## config.mk

```make
export PLATFORM = sky130hd
export DESIGN_NAME = ay_bus_responder
export DESIGN_NICKNAME = d
export VERILOG_FILES = /design/src/rtl/ay_bus_responder.sv
export SDC_FILE = /design/constraint.sdc
export NUM_CORES = 1
export LEC_CHECK = 0
export BUFFER_PORTS_ARGS = -buffer_cell sky130_fd_sc_hd__clkbuf_2
export CORE_MARGIN = 5
export CORE_UTILIZATION = 55
export DETAILED_ROUTE_END_ITERATION = 6
export GPL_ROUTABILITY_DRIVEN = 0
export PLACE_DENSITY = 0.78
export SYNTH_ARGS = -nofsm -noshare
export SYNTH_HDL_FRONTEND = slang
export SYNTH_SLANG_ARGS = --single-unit
```

## constraint.sdc

```tcl
create_clock -name clock -period 2.9 [get_ports clock]
set_clock_uncertainty 0.2 [all_clocks]
set_input_delay 0.145 -clock clock [delete_from_list [all_inputs] [get_ports clock]]
set_output_delay 0.145 -clock clock [all_outputs]
set_load 0.02 [all_outputs]
```

## src/rtl/ay_bus_responder.sv

```systemverilog
`default_nettype none
// ============================================================================
// Module   : ay_bus_responder
// Purpose  : PSG-side responder for the Mockingboard sound-chip bus. Decodes
//            BDIR/BC1/RESET and the data byte coming out of a 6522 port pair,
//            holds an AY-3-8910 compatible 16-entry register file, and returns
//            read data to the VIA's port A input.
// Ports    : clock, reset_n        - system clock, async active-low reset
//            port_a_o / port_a_t   - VIA port A data / direction (1 = driven)
//            port_a_i              - read data back to VIA port A
//            port_b_o / port_b_t   - VIA PB2..0 (RESET_n, BDIR, BC1) / dir
//            tone_period_a/b/c     - 12-bit tone periods
//            noise_period, mixer   - R6[4:0], R7
//            amp_a/b/c             - R8..R10 [4:0]
//            env_period, env_shape - {R12,R11}, R13[3:0]
//            env_restart           - one-cycle pulse per accepted R13 write
// Revision : 1.0 - initial release
// ============================================================================
module ay_bus_responder #(
  parameter logic [3:0] CHIP_SEL = 4'h0
) (
  input  logic        clock,
  input  logic        reset_n,
  input  logic [7:0]  port_a_o,
  input  logic [7:0]  port_a_t,
  output logic [7:0]  port_a_i,
  input  logic [2:0]  port_b_o,
  input  logic [2:0]  port_b_t,
  output logic [11:0] tone_period_a,
  output logic [11:0] tone_period_b,
  output logic [11:0] tone_period_c,
  output logic [4:0]  noise_period,
  output logic [7:0]  mixer,
  output logic [4:0]  amp_a,
  output logic [4:0]  amp_b,
  output logic [4:0]  amp_c,
  output logic [15:0] env_period,
  output logic [3:0]  env_shape,
  output logic        env_restart
);

  typedef enum logic [1:0] {
    MODE_INACTIVE = 2'b00,
    MODE_READ     = 2'b01,
    MODE_WRITE    = 2'b10,
    MODE_LATCH    = 2'b11
  } bus_mode_t;

  logic [2:0] pb_eff;
  logic [7:0] data_eff;
  logic       chip_run;
  bus_mode_t  mode;
  bus_mode_t  mode_q;
  logic       mode_entered;
  logic       latch_en;
  logic       write_en;
  logic [7:0] wr_mask;
  logic [3:0] addr_q;
  logic       sel_q;
  logic [7:0] regs [16];

  // Undriven VIA pins float high through the board pull-ups.
  assign pb_eff   = port_b_o | ~port_b_t;
  assign data_eff = port_a_o | ~port_a_t;

  assign chip_run     = pb_eff[2];
  assign mode         = bus_mode_t'(pb_eff[1:0]);
  // mode_q keeps tracking during chip reset, so a mode already held when
  // PB2 rises is not seen as a fresh entry.
  assign mode_entered = (mode != mode_q);
  assign latch_en     = chip_run && mode_entered && (mode == MODE_LATCH);
  assign write_en     = chip_run && mode_entered && (mode == MODE_WRITE) && sel_q;

  // Unimplemented bits of the narrow registers are stored as zero so that
  // readback matches the real chip.
  always_comb begin
    wr_mask = 8'hFF;
    case (addr_q)
      4'd1, 4'd3, 4'd5, 4'd13:        wr_mask = 8'h0F;
      4'd6, 4'd8, 4'd9, 4'd10:        wr_mask = 8'h1F;
      default:                        wr_mask = 8'hFF;
    endcase
  end

  always_ff @(posedge clock or negedge reset_n) begin
    if (!reset_n) begin
      for (int i = 0; i < 16; i++) begin
        regs[i] <= 8'h00;
      end
      addr_q      <= 4'h0;
      sel_q       <= 1'b0;
      env_restart <= 1'b0;
      mode_q      <= MODE_INACTIVE;
    end else begin
      mode_q      <= mode;
      env_restart <= write_en && (addr_q == 4'd13);
      if (!chip_run) begin
        for (int i = 0; i < 16; i++) begin
          regs[i] <= 8'h00;
        end
        addr_q <= 4'h0;
        sel_q  <= 1'b0;
      end else begin
        if (latch_en) begin
          addr_q <= data_eff[3:0];
          sel_q  <= (data_eff[7:4] == CHIP_SEL);
        end
        if (write_en) begin
          regs[addr_q] <= data_eff & wr_mask;
        end
      end
    end
  end

  // Combinational readback so a READ right after a WRITE sees the new value.
  assign port_a_i = (chip_run && (mode == MODE_READ) && sel_q) ? regs[addr_q] : 8'hFF;

  assign tone_period_a = {regs[1][3:0], regs[0]};
  assign tone_period_b = {regs[3][3:0], regs[2]};
  assign tone_period_c = {regs[5][3:0], regs[4]};
  assign noise_period  = regs[6][4:0];
  assign mixer         = regs[7];
  assign amp_a         = regs[8][4:0];
  assign amp_b         = regs[9][4:0];
  assign amp_c         = regs[10][4:0];
  assign env_period    = {regs[12], regs[11]};
  assign env_shape     = regs[13][3:0];

endmodule
`default_nettype wire
```

=== Word level (Yosys, flattened, before mapping) ===
Memories as Yosys holds them, arrays and structs flattened.
Index checks and enable logic that the tools add are counted.

* Flip-flop bits (word level): 136
* ROM bits: 64
* Input port bits: 24
* Word-level logic and storage cells: 58
* Memories: 1

* Magnitude comparators: 2
* Equal/unequal tests: 7
* Mux-type cells: 13
* Bitwise logic cells: 6
* Reduce and logical (&&, ||, !) cells: 9

{| class="wikitable"
|+ Memory list
! name !! words !! width !! rd ports !! clocked after Yosys merged registers in !! write ports !! line !! text
|-
| (name not given) || 16 || 4 || 1 || 0 || 0 || 78 || <nowiki>case (addr_q)</nowiki>
|}

{| class="wikitable"
|+ Operator list
! cell !! number
|-
| 2-to-1 mux 128 bit || 2
|-
| bitwise mux 128 bit || 1
|-
| binary-select mux 8 bit (select 4 bit) || 1
|-
| demux 8 bit (select 4 bit) || 1
|-
| 2-to-1 mux 8 bit || 4
|-
| bitwise AND 8 bit || 1
|-
| logical AND 1 bit || 8
|-
| 2-to-1 mux 4 bit || 2
|-
| inverter 8 bit || 1
|-
| OR 8 bit || 1
|-
| >= comparator 5 bit (second input constant) || 1
|-
| < comparator 5 x 1 -> 1 bit (second input constant) || 1
|-
| inverter 4 -> 5 bit || 1
|-
| == test 2 bit (second input constant) || 2
|-
| == test 4 bit (second input constant) || 1
|-
| logical NOT 4 bit || 1
|-
| != test 2 x 1 -> 1 bit (second input constant) || 2
|-
| inverter 3 bit || 1
|-
| OR 3 bit || 1
|-
| == test 2 x 1 -> 1 bit (second input constant) || 1
|-
| 2-to-1 mux 1 bit || 2
|-
| != test 2 bit || 1
|}

=== Longest topological paths before layout ===
* Depth after elaboration: 8
* Mapped depth: 9

=== Worst setup path before layout ===
No wires, ideal clock.

* Path type: flip-flop to flip-flop
* Start: register addr_q[1]
* End: register regs, in the netlist mixer[6]
* Setup time: 79 ps
* Arrival: 2139 ps
* Required time: 2621 ps
* Setup slack: 482 ps
* Stages on the path, launching flop included: 10
* Buffers on the path: 3
* Clock period less this slack: 2418 ps
* Path through: dfrtp_1 buf_2 buf_1 inv_1 ha_1 mux2_4 mux2i_4 nand3_2 buf_4 mux2i_1

* Cells in the longest elaborated chain, start to end: 8
* Elaborated cells between the ends (all ways): 11
* Classes of those cells: order compare (2); mux (5); bitwise (2); reduce/logical (1); memory (1)

{| class="wikitable"
|+ Ends and longest elaborated chain
! element !! line !! text
|-
| start, declared || 58 || <nowiki>logic [3:0] addr_q;</nowiki>
|-
| start signal, assigned || 105 || <nowiki>addr_q <= data_eff[3:0];</nowiki>
|-
| inverter 4 -> 5 bit (implied by the code) || 109 || <nowiki>regs[addr_q] <= data_eff & wr_mask;</nowiki>
|-
| >= comparator 5 bit (implied by the code) or < comparator 5 x 1 -> 1 bit (tied branches) || 109 ||
|-
| logical AND 1 bit (implied by the code) || 109 ||
|-
| 2-to-1 mux 8 bit (implied by the code) || 109 ||
|-
| demux 8 bit (select 4 bit) || 109 ||
|-
| bitwise mux 128 bit * || 109 ||
|-
| 2-to-1 mux 128 bit * || 108 || <nowiki>if (write_en) begin</nowiki>
|-
| 2-to-1 mux 128 bit * || 97 || <nowiki>if (!chip_run) begin</nowiki>
|-
| end signal, assigned by index || 109 ||
|-
| end, declared || 60 || <nowiki>logic [7:0] regs [16];</nowiki>
|}

Every way passes the cells marked *; elsewhere a longest branch is shown, timed or not. The select of a mux whose other input is x is not followed.
A chain may end at the register's enable or synchronous reset.

=== Final worst setup path ===
* Start: register addr_q[0]
* End: output port_a_i[5]

* Cells in the longest elaborated chain, start to end: 5

{| class="wikitable"
|+ Ends and longest elaborated chain
! element !! line !! text
|-
| inverter 4 -> 5 bit (implied by the code) || 116 || <nowiki>assign port_a_i = (chip_run && (mode == MODE_READ) && sel_q) ? regs[addr_q] : 8'hFF;</nowiki>
|-
| binary-select mux 8 bit (select 4 bit) || 116 ||
|-
| 2-to-1 mux 8 bit (implied by the code) (2 in a row) || 116 ||
|-
| 2-to-1 mux 8 bit || 116 ||
|-
| end, declared || 26 || <nowiki>output logic [7:0] port_a_i,</nowiki>
|}

Every way passes these cells. The select of a mux whose other input is x is not followed.

==> key figures <==
Routing
  • First-pass iteration count of the detailed router: 5
  • M1 WL: 8080 um
  • DRC viols: 0
  • DR vias: 5,190
  • Routed wire length on met2: 9200 um
  • Post-route antenna net violation count: 0
  • WL met3: 1120 um
  • Vias/cell: 5.90
  • Detailed Route Iter0 Violations: 569
  • DR top layer: met4
  • Final wirelength: 19,200 um
  • DR WL/cell: 21.8 um

Floorplan
  • Die height: 128 um
  • Die ar.: 0.0164 mm^2
  • Ports: 117
  • Die W: 128 um
  • Site Rows: 43
  • Core area: 0.0138 mm^2
  • Effective utilization at floorplan: 0.556

Global routing
  • Initial antenna violation count: 0
  • Largest net degree at the start of global routing: 70
  • First-pass GRT wire length: 30,700 um
  • Gr usage total: 0.243
  • Gr ovfl total: 0
  • Vias in the first global route: 5,314

STA
  • Worst-Margin Slew: 1.01 ns
  • Fin crit period: 2.77 ns
  • Fmax: 361 MHz
  • Final count of pins violating max slew: 0
  • Worst relative slew slack: 0.329
  • RSZ-0062 raised after global routing: no
  • Setup TNS: 0 ns
  • Final hold slack: 0.111 ns
  • Final period util: 0.956
  • Setup violations, final: 0
  • Hold Violations, Final: 0

Setup path
  • R2R Setup Slk: 0.44 ns
  • CP Launch Type: register
  • Setup crit end kind: output pin
  • Critical path required time: 2.56 ns
  • CP Data Arrival Time: 2.43 ns
  • Max FO, Critical Path: 20
  • WS Path Type: reg -> out

Logic synthesis
  • Post-Syn Area: 0.00766 mm^2
  • Yosys cell types: 33
  • Sequential share of the synthesized area: 0.444
  • Synthesized flop and latch total: 136
  • Synth Instances: 657
  • Number of flops mapped to enable cells by yosys: 0
  • Syn avg cell area: 11.7 um^2
  • Asr flop ratio synth: 1.00
  • Ys flop type: dfrtp_1
  • Post-Syn Nets: 686
  • Syn. warnings: 0

Placed design
  • Hpwl dp: 12,900 um
  • # port buffers: 116
  • Inst Count DP: 842
  • Placed cell areas: 0.00775 mm^2

Clock network
  • Clock Tree Buf Depth: 2
  • Clk sinks: 136
  • PostCTS Resize Cnt: 0
  • CTS Root Cell: clkbuf_16
  • Post-CTS Setup Bufs: 0
  • H-Tree Depth: 4
  • Reg clk slew, reported paths: 0.06 ns
  • Total clock buffers created by CTS: 17
  • CTS tree: done
  • Worst-Skew Late Latency: 0.41 ns
  • Post-CTS Hold Buffers: 7

Layout
  • FILL cells: 1,081
  • Area grow syn2layout: 10.1%
  • Fraction of layout cells with a size suffix above 1: 0.330
  • Final Non-Filler Cells: 880
  • Nets: 717
  • Ant diodes: 0
  • Design area: 0.00844 mm^2

Outcome
  • Status: finished clean

Power and ir drop
  • Leak: 4.03 nW
  • VDD IR-drop max: 0.385 mV
  • Power density cells: 551 mW/mm^2
  • PnR Total Power: 4.64 mW

Worst hold path
  • Hold Crit Class: in -> async

Run
  • Maximum capacitance violations: 0
-- routing by layer --
| metal | GRT usage | vias up |
|---|---|---|
| li1 | - | 2252 |
| met1 | 0.331 | 2667 |
| met2 | 0.380 | 221 |
| met3 | 0.0446 | 50 |
| met4 | 0.114 | 0 |
| met5 | 0 | - |
-- cells in the final DEF, fill, tap and decap left out, drive strengths merged, types with 5 or more instances in the layout --
master and instances:
clkbuf 135, nor2b 7, dlygate4sd3 7, nand3 11, nor2 15, mux2i 131
dfrtp 136, ha 5, nand4 11, nand2 135, nand2b 7, a22oi 13
mux4 32, inv 9, buf 18
-- worst paths after layout --
| check | start | depth (start not counted) | to |
|---|---|---|---|
| max in group asynchronous | reset_n | 3 | regs[103] |
| max reg2reg | addr_q[1] | 6 | regs[46] |
| max | addr_q[0] | 5 | port_a_i[5] |
| min in group clock | port_a_o[1] | 3 | env_period[9] |
| min | reset_n | 2 | tone_period_c[11] |
| min reg2reg | regs[20] | 1 | regs[20] |
-- stage by stage --
| step | utilization | worst slack, ns |
|---|---|---|
| floorplan | - | 0.482 |
| global placement | 0.563 | 0.506 |
| detailed placement | 0.563 | 0.446 |
| CTS | 0.612 | 0.167 |
| global route | 0.612 | 0.0589 |
| finish | 0.612 | 0.127 |
-- cell type report --
| type | count | area, um^2 | share of cell area |
|---|---|---|---|
| flip-flops and latches | 136 | 3400 | 0.404 |
| clock buffers | 20 | 467 | 0.0553 |
| inverters | 9 | 33.8 | 0.00400 |
| well taps | 180 | 225 | 0.0267 |
| repair buffers | 140 | 810 | 0.0960 |
| clock inverters | 11 | 148 | 0.0175 |
| multi-input cells | 384 | 3350 | 0.397 |
-- cells by family (layout without fill, tap and decap cells) --
group                    Yosys count  in the layout  synth area share
AND/OR/NAND/NOR                  193            193             0.135
multiplexers                     164            164             0.269
buffers and inverters            137            180             0.120
flip-flops                       136            136             0.444
AO/OA/AOI/OAI                     22             22            0.0238
adder cells (fa/ha/maj)            5              5           0.00816
-- registers in the layout, indices dropped and copies added (netlist names) --
name           flops
regs              44
env_period        16
tone_period_a     12
tone_period_b     12
tone_period_c     12
mixer              8
amp_a              5
amp_b              5
amp_c              5
noise_period       5
addr_q             4
env_shape          4
mode_q             2
env_restart        1
sel_q              1
-- worst max-delay path, cell delays in order, from the launching register on --
cell and delay, ns:
dfrtp_2 0.46, buf_12 0.23, mux4_2 0.55, a22oi_1 0.32, nand4_1 0.22, clkbuf_2 0.21
-- power by group --
part	internal [mW]	switching, mW
clock network	1.41	0.818
logic	0.154	0.323
registers	1.91	0.0258
-- synthesized netlist by cell type (3+ instances only) --
library cell  number  share of area
dfrtp_1          136           0.44
nand2_1          135          0.066
mux2i_1          130           0.17
buf_4             95          0.093
mux4_2            32          0.094
buf_2             14         0.0091
a22oi_1           13          0.013
clkbuf_1          12         0.0059
inv_1              8         0.0039
nand2b_1           7         0.0057
nand4_1            7         0.0057
nor2b_1            7         0.0057
nand3_1            6         0.0039
nor2_1             6         0.0029
ha_1               5         0.0082
nor2_4             5         0.0073
a31o_2             4         0.0046
buf_6              4         0.0059
nand4_4            4          0.011
nor2_8             4          0.010
o21ai_2            4         0.0046
buf_1              3         0.0015
nand3_2            3         0.0039
No activity file was read; power rests on OpenSTA's default activity.
